File: src/rtl/param_universal_shift_reg.sv
// Parametrised universal shift register.
// Holds WIDTH bits and supports hold, parallel load, logical shifts with serial
// inputs, rotates, arithmetic shift right and clear. Multi-bit shift and rotate
// commands advance one bit per clock behind a valid/ready command handshake.
module param_universal_shift_reg #(
    parameter int WIDTH = 8,
    parameter int CNT_W = $clog2(WIDTH + 1)
) (
    input  logic             clk,
    input  logic             rst_n,
    input  logic             cmd_valid,
    output logic             cmd_ready,
    input  logic [2:0]       cmd_op,
    input  logic [CNT_W-1:0] cmd_amt,
    input  logic [WIDTH-1:0] p_in,
    input  logic             s_in_right,
    input  logic             s_in_left,
    output logic [WIDTH-1:0] data_out,
    output logic             s_out_right,
    output logic             s_out_left,
    output logic             busy,
    output logic             done
);

    // Operation codes
    localparam logic [2:0] OP_NOP  = 3'b000;
    localparam logic [2:0] OP_SR   = 3'b001;
    localparam logic [2:0] OP_SL   = 3'b010;
    localparam logic [2:0] OP_LOAD = 3'b011;
    localparam logic [2:0] OP_RR   = 3'b100;
    localparam logic [2:0] OP_RL   = 3'b101;
    localparam logic [2:0] OP_ASR  = 3'b110;
    localparam logic [2:0] OP_CLR  = 3'b111;

    // Controller states
    localparam logic [0:0] ST_IDLE  = 1'b0;
    localparam logic [0:0] ST_SHIFT = 1'b1;

    logic [0:0]       state_q, state_d;
    logic [CNT_W-1:0] cnt_q,   cnt_d;
    logic [2:0]       op_q,    op_d;
    logic [WIDTH-1:0] data_q,  data_d;
    logic             done_q,  done_d;

    // True for the operations that repeat cmd_amt one-bit steps.
    function automatic logic is_shift_op(input logic [2:0] op);
        return (op == OP_SR) || (op == OP_SL) || (op == OP_RR) ||
               (op == OP_RL) || (op == OP_ASR);
    endfunction

    // One single-bit step of a shift/rotate operation; other codes hold.
    function automatic logic [WIDTH-1:0] step(input logic [2:0]       op,
                                              input logic [WIDTH-1:0] q,
                                              input logic             sr,
                                              input logic             sl);
        logic [WIDTH-1:0] r;
        r = q;
        case (op)
            OP_SR:   r = {sr, q[WIDTH-1:1]};
            OP_SL:   r = {q[WIDTH-2:0], sl};
            OP_RR:   r = {q[0], q[WIDTH-1:1]};
            OP_RL:   r = {q[WIDTH-2:0], q[WIDTH-1]};
            OP_ASR:  r = {q[WIDTH-1], q[WIDTH-1:1]};
            default: r = q;
        endcase
        return r;
    endfunction

    // Next-state logic: command acceptance in IDLE, stepping in SHIFT.
    always_comb begin
        // NOTE: every signal driven here gets a default first so no path can
        // leave it unassigned, which would otherwise infer a latch.
        state_d = state_q;
        cnt_d   = cnt_q;
        op_d    = op_q;
        data_d  = data_q;
        done_d  = 1'b0;

        if (state_q == ST_SHIFT) begin
            // Serial inputs are sampled live on every step.
            data_d = step(op_q, data_q, s_in_right, s_in_left);
            cnt_d  = cnt_q - 1'b1;
            if (cnt_q == CNT_W'(1)) begin
                state_d = ST_IDLE;
                done_d  = 1'b1;
            end
        end else if (cmd_valid) begin
            // IDLE always presents cmd_ready, so valid alone means accept.
            if (is_shift_op(cmd_op)) begin
                if (cmd_amt != '0) begin
                    // First step happens on the accept edge itself.
                    data_d = step(cmd_op, data_q, s_in_right, s_in_left);
                end
                if (cmd_amt > CNT_W'(1)) begin
                    cnt_d   = cmd_amt - 1'b1;
                    op_d    = cmd_op;
                    state_d = ST_SHIFT;
                end else begin
                    done_d  = 1'b1;
                end
            end else begin
                if (cmd_op == OP_LOAD) begin
                    data_d = p_in;
                end else if (cmd_op == OP_CLR) begin
                    data_d = '0;
                end
                done_d = 1'b1;
            end
        end
    end

    // State registers; reset drops any command in flight immediately.
    always_ff @(posedge clk or negedge rst_n) begin
        if (!rst_n) begin
            state_q <= ST_IDLE;
            cnt_q   <= '0;
            op_q    <= OP_NOP;
            data_q  <= '0;
            done_q  <= 1'b0;
        end else begin
            // NOTE: non-blocking assignments so every register samples the
            // pre-edge value of the others, regardless of statement order.
            state_q <= state_d;
            cnt_q   <= cnt_d;
            op_q    <= op_d;
            data_q  <= data_d;
            done_q  <= done_d;
        end
    end

    assign busy        = (state_q == ST_SHIFT);
    assign cmd_ready   = ~busy;
    assign done        = done_q;
    assign data_out    = data_q;
    assign s_out_right = data_q[0];
    assign s_out_left  = data_q[WIDTH-1];

endmodule

File: config.mk
export PLATFORM = sky130hd
export DESIGN_NAME = param_universal_shift_reg
export DESIGN_NICKNAME = d
export VERILOG_FILES = /design/src/rtl/param_universal_shift_reg.sv
export SDC_FILE = /design/constraint.sdc
export NUM_CORES = 1
export LEC_CHECK = 0
export CAP_MARGIN = 40
export CORE_UTILIZATION = 35
export CTS_BUF_LIST = sky130_fd_sc_hd__clkbuf_8
export CTS_CLUSTER_SIZE = 10
export DETAILED_ROUTE_END_ITERATION = 8
export PLACE_DENSITY = 0.56
export SYNTH_ARGS = -nofsm -noshare
export SYNTH_HDL_FRONTEND = slang
export SYNTH_SLANG_ARGS = --single-unit
File: constraint.sdc
create_clock -name clk -period 2 [get_ports clk]
set_clock_uncertainty 0.1 [all_clocks]
set_input_delay 0.6 -clock clk [delete_from_list [all_inputs] [get_ports clk]]
set_output_delay 0.6 -clock clk [all_outputs]
set_load 0.03 [all_outputs]
* After elaboration in Yosys (flattened, before gate mapping)
Index checks and enable logic that the tools add are counted.
Widths: inputs -> output; s select.
** Operators by class
- Add/subtract/negate cells :: 2
- Order comparisons :: 1
- Eq/ne operators :: 20
- Multiplexer cells :: 22
- Bitwise logic cells :: 1
- Reductions and logical operators :: 13
** Operators with widths (number)
- $pmux 8 s5 :: 2
- $mux 8 :: 6
- $eq 3x3->1 const B :: 7
- $mux 4 :: 4
- $mux 1 :: 10
- $eq 3x2->1 const B :: 3
- $reduce_bool 4->1 :: 2
- $sub 4x1->4 const B :: 2
- $ne 7x7->1 const B :: 1
- $reduce_and 7->1 :: 1
- $eq 3x1->1 const B :: 2
- $ne 6x1->1 const B :: 1
- $ne 6x6->1 const B :: 1
- $reduce_bool 2->1 :: 3
- $ne 5x1->1 const B :: 1
- $reduce_and 5->1 :: 1
- $eq 4x1->1 const B :: 1
- $gt 4x1->1 const B :: 1
- $logic_or 1x1->1 :: 4
- $reduce_and 4->1 :: 1
- $ne 3x2->1 const B :: 1
- $ne 3x3->1 const B :: 1
- $reduce_and 3->1 :: 1
- $ne 2x2->1 const B :: 1
- $not 1->1 :: 1
** Storage, ports and cells
- Flip-flop bits (word level) :: 17
- Input bits :: 20
- Output and inout port bits :: 13
- Word-level logic and storage cells :: 65

* Logic depth before layout (Yosys ltp)
- Depth in word-level cells :: 8
- Depth in mapped cells :: 7
- Depth with buffers taken out :: 6

* Least setup slack after synthesis
No wires, ideal clock.
- Kind :: input port to flip-flop
- Start :: in cmd_op[0]
- End :: reg op_q[1]
- Library setup time :: 0.125 ns
- Arrival :: 1.737 ns
- Data required time :: 1.775 ns
- Slack :: 0.038 ns
- Stages :: 4
- Buffers on the path :: 1
- Cells stage by stage :: buf_2 > or3_1 > o2111ai_1 > mux2_2
** On the way
- Longest elaborated chain between the ends :: 6
- Elaborated cells between the ends (all ways) :: 10
- Those cells by class :: 5 x eq/ne; 5 x reduce/logical
** Ends and longest elaborated chain
- start: declaration :: RTL line 13 : input logic [2:0] cmd_op,
- $eq 3x1->1 / $eq 3x2->1 (equally long branches) :: RTL line 47 : return (op == OP_SR) || (op == OP_SL) || (op == OP_RR) ||
- $logic_or 1x1->1 (3 in a row) :: RTL line 47
- $logic_or 1x1->1 * :: RTL line 48 : (op == OP_RL) || (op == OP_ASR);
- $reduce_and 4->1 (no line) *
- end signal: assignment :: RTL line 125 : op_q <= op_d;
- end: declaration :: RTL line 41 : logic [2:0] op_q, op_d;
Mark *: on every way between the ends. The rest lies on a longest branch, timed or not.
A chain may end at the register's enable or synchronous reset.

* Worst setup path after layout
- Start :: reg data_q[3] (netlist: data_out[3])
- End :: out data_out[3]
** RTL lines
- start: declaration :: RTL line 42 : logic [WIDTH-1:0] data_q, data_d;
- start signal: assignment :: RTL line 126 : data_q <= data_d;
- end: declaration :: RTL line 18 : output logic [WIDTH-1:0] data_out,
No word-level cell between the ends.

==> results by group <==
Status
  – Status: finished clean

STA
  – Final setup fails: 0
  – Fmax: 0.508 GHz
  – Fin. max-slew vios: 0
  – Period utilization: 0.983
  – Slew @ Worst Pin: 460 ps
  – Worst rel slew slack: 0.689
  – Clock period minus worst slack: 1970 ps
  – Setup TNS: 0 ps
  – RSZ-0062 raised after global routing: false
  – Hold Fails Final Rpt: 0

Global routing
  – Initial antenna violation count: 0
  – Number of global-route vias before repair: 1584
  – Largest net degree at the start of global routing: 28
  – GRT Total Usage: 0.193
  – First-pass GRT wire length: 7.62 mm
  – GRT overflow: 0

Routing
  – Drc violations: 0
  – DR vias/cell: 5.66
  – Initial DRT Pass Iterations: 4
  – Wire per inst: 16.2 um
  – Number of DRC markers in iteration 0: 89
  – Via count: 1620
  – Final ANT Viol Nets: 0
  – Final WL: 4.63 mm

Yosys
  – Yosys warning total: 0
  – Flops & latches, synth: 17
  – Ys async rst share: 1.00
  – Dominant synthesized flop cell: dfrtp_1
  – Synthesized cell area: 1580 sq um
  – Sequential fraction of the synthesis area: 0.269
  – Net Count, Synth: 205
  – Average size of a mapped cell: 8.74 sq um
  – Synth cell types: 48
  – Post-synth EDFFs: 0
  – Cells after synthesis: 181

Pwr
  – VDD IR max: 796 uV
  – Pleak: 1.04 nW
  – Tot Pwr: 0.00336 W
  – Pwr Density: 1480 nW/um^2

Layout
  – Antenna cells: 0
  – FF+latch area: 425 sq um
  – Multi-input logic area: 1090 sq um
  – Fraction of layout cells with a size suffix above 1: 0.278
  – Finished Cell Area: 2280 sq um
  – Number of fillers in the final layout: 393
  – Net count, final: 259
  – Final Util: 0.523
  – Syn-to-layout area delta: 44.0%
  – Most common cell after layout, fill and taps aside: buf_4
  – Commonest cells after routing, fill and taps aside: buf_4 (32), dfrtp_1 (17), clkdlybuf4s50_1 (14)

Placed design
  – Dpl cell area: 2140 sq um
  – DPL Wire Length: 3.37 mm
  – Buffers added on ports: 32
  – Placer Congestion: 0.843

Clock network
  – Clock latency on the worst-skew pair: 250 ps
  – Clk slew on worst S/H paths: 70 ps
  – Clock tree sinks: 17
  – CTS tree: done
  – Inserted Clock Buffers: 3
  – H-tree depth: 1
  – Longest Clk Path Bufs: 2
  – Clk root buf: clkbuf_8

Die
  – Die footprint: 4790 sq um
  – Die height: 69.2 um
  – Starting density of the core: 0.363
  – Core area: 4350 sq um
  – FP Rows: 24
  – Die X: 69.2 um
  – Ports: 33

Worst setup path
  – Reg2Reg Capture Point: data_out[1]
  – CP bufs+invs: 1
  – Nature of the critical path startpoint: register
  – RR Startpoint: op_q[2]
  – WP data required: 1300 ps
  – CP endpoint kind: output port
  – Crit. Startpoint: data_out[3]
  – Critical Path End: data_out[3]
  – Max FO, Critical Path: 2
  – WP data arrival: 1270 ps
  – Worst path depth: 1
  – Flop2flop setup slack: 190 ps
  – CP top delay family: buffers and inverters
  – Worst path cell trace: clkdlybuf4s50_1
  – R2R depth: 4
  – CP max stage delay: 670 ps
  – WS Path Type: register to output port
  – Critical-path top delay cell: clkdlybuf4s50_1

Hold path
  – Worst hold path class: register to register

Job
  – MaxCap Viol Count: 0
==> cells in the mapped netlist (5+ instances only) <==
master     count  area [sq um]
dfrtp_1       17           425
mux2i_1       12           120
nand2_1       12          45.0
inv_1         10          37.5
nor3_1        10          50.1
and3_1         8          50.1
clkbuf_1       7          26.3
a211o_1        6          52.6
a21oi_1        6          30.0
a221oi_1       6          52.6
a2bb2oi_1      6          52.6
a31oi_2        6          75.1
o21ai_0        6          30.0
a21boi_0       5          37.5
o21ai_1        5          25.0
==> registers in the layout (all words and copies together), names as in the netlist <==
| register | cells |
|---|---|
| op_q | 3 |
| busy | 1 |
| data_out | 8 |
| cnt_q | 4 |
| done | 1 |
==> worst min path at each step <==
stage | startpoint | endpoint | slack (ps) | cells after the start
after floorplan | rst_n | busy | 200 | 0
after global placement | cnt_q[0] | cnt_q[0] | 440 | 1
after detailed placement | cnt_q[0] | cnt_q[0] | 450 | 1
after CTS | cnt_q[0] | cnt_q[0] | 460 | 1
after global routing | cnt_q[0] | cnt_q[0] | 500 | 1
final | cnt_q[0] | cnt_q[0] | 460 | 1
==> layout make-up <==
cell class | count | area share
Clock buffer | 3 | 0.0181
Clock inverter | 1 | 0.00220
Inverter | 10 | 0.0165
Multi-Input combinational cell | 136 | 0.480
Sequential cell | 17 | 0.187
Tap cell | 52 | 0.0286
Timing Repair Buffer | 67 | 0.268
==> per-layer routing <==
metal,routed length (um),GRT usage,part of all wire,vias up
met2,2230,0.320,0.48,47
li1,-,-,-,789
met4,14,0.0363,0.0030,0
met3,189,0.0160,0.041,2
met5,0,0,0,-
met1,2200,0.274,0.47,782
==> cell families after synthesis <==
| kind of cell | after synthesis | share of synthesized area |
|---|---|---|
| AOI/OAI and AO/OA | 64 | 0.322 |
| and+or+nand+nor | 50 | 0.174 |
| buffers and inverters | 28 | 0.0910 |
| DFF | 17 | 0.269 |
| muxes | 14 | 0.0902 |
| xor gates and xnor gates | 4 | 0.0222 |
| adders and majority gates | 4 | 0.0316 |
==> power breakdown <==
group | total [W] | internal [W] | switching, W
sequential | 0.000674 | 0.000527 | 0.000146
combinational | 0.00243 | 0.00112 | 0.00130
clock | 0.000260 | 0.000138 | 0.000122
total | 0.00336 | 0.00179 | 0.00157
==> metrics by stage <==
step / instances / hold WS [ps] / setup WS [ps]
after floorplan: 181 / 204 / 37.8
after global placement: 281 / 435 / -484
after detailed placement: 281 / 454 / -575
after CTS: 285 / 465 / 3.17
after global routing: 286 / 497 / 1.32
final: 286 / 465 / 33.1
==> timing repair <==
| item | 4_1_cts | 5_1_grt |
|---|---|---|
| gates resized for setup | 29 | 9 |
| endpoints found under the setup margin | 22 | 15 |
| pin swaps | 3 | 2 |
| hold buffers | 0 | 0 |
| buffers inserted | 0 | 1 |
Power figures use the tool's default switching activity.
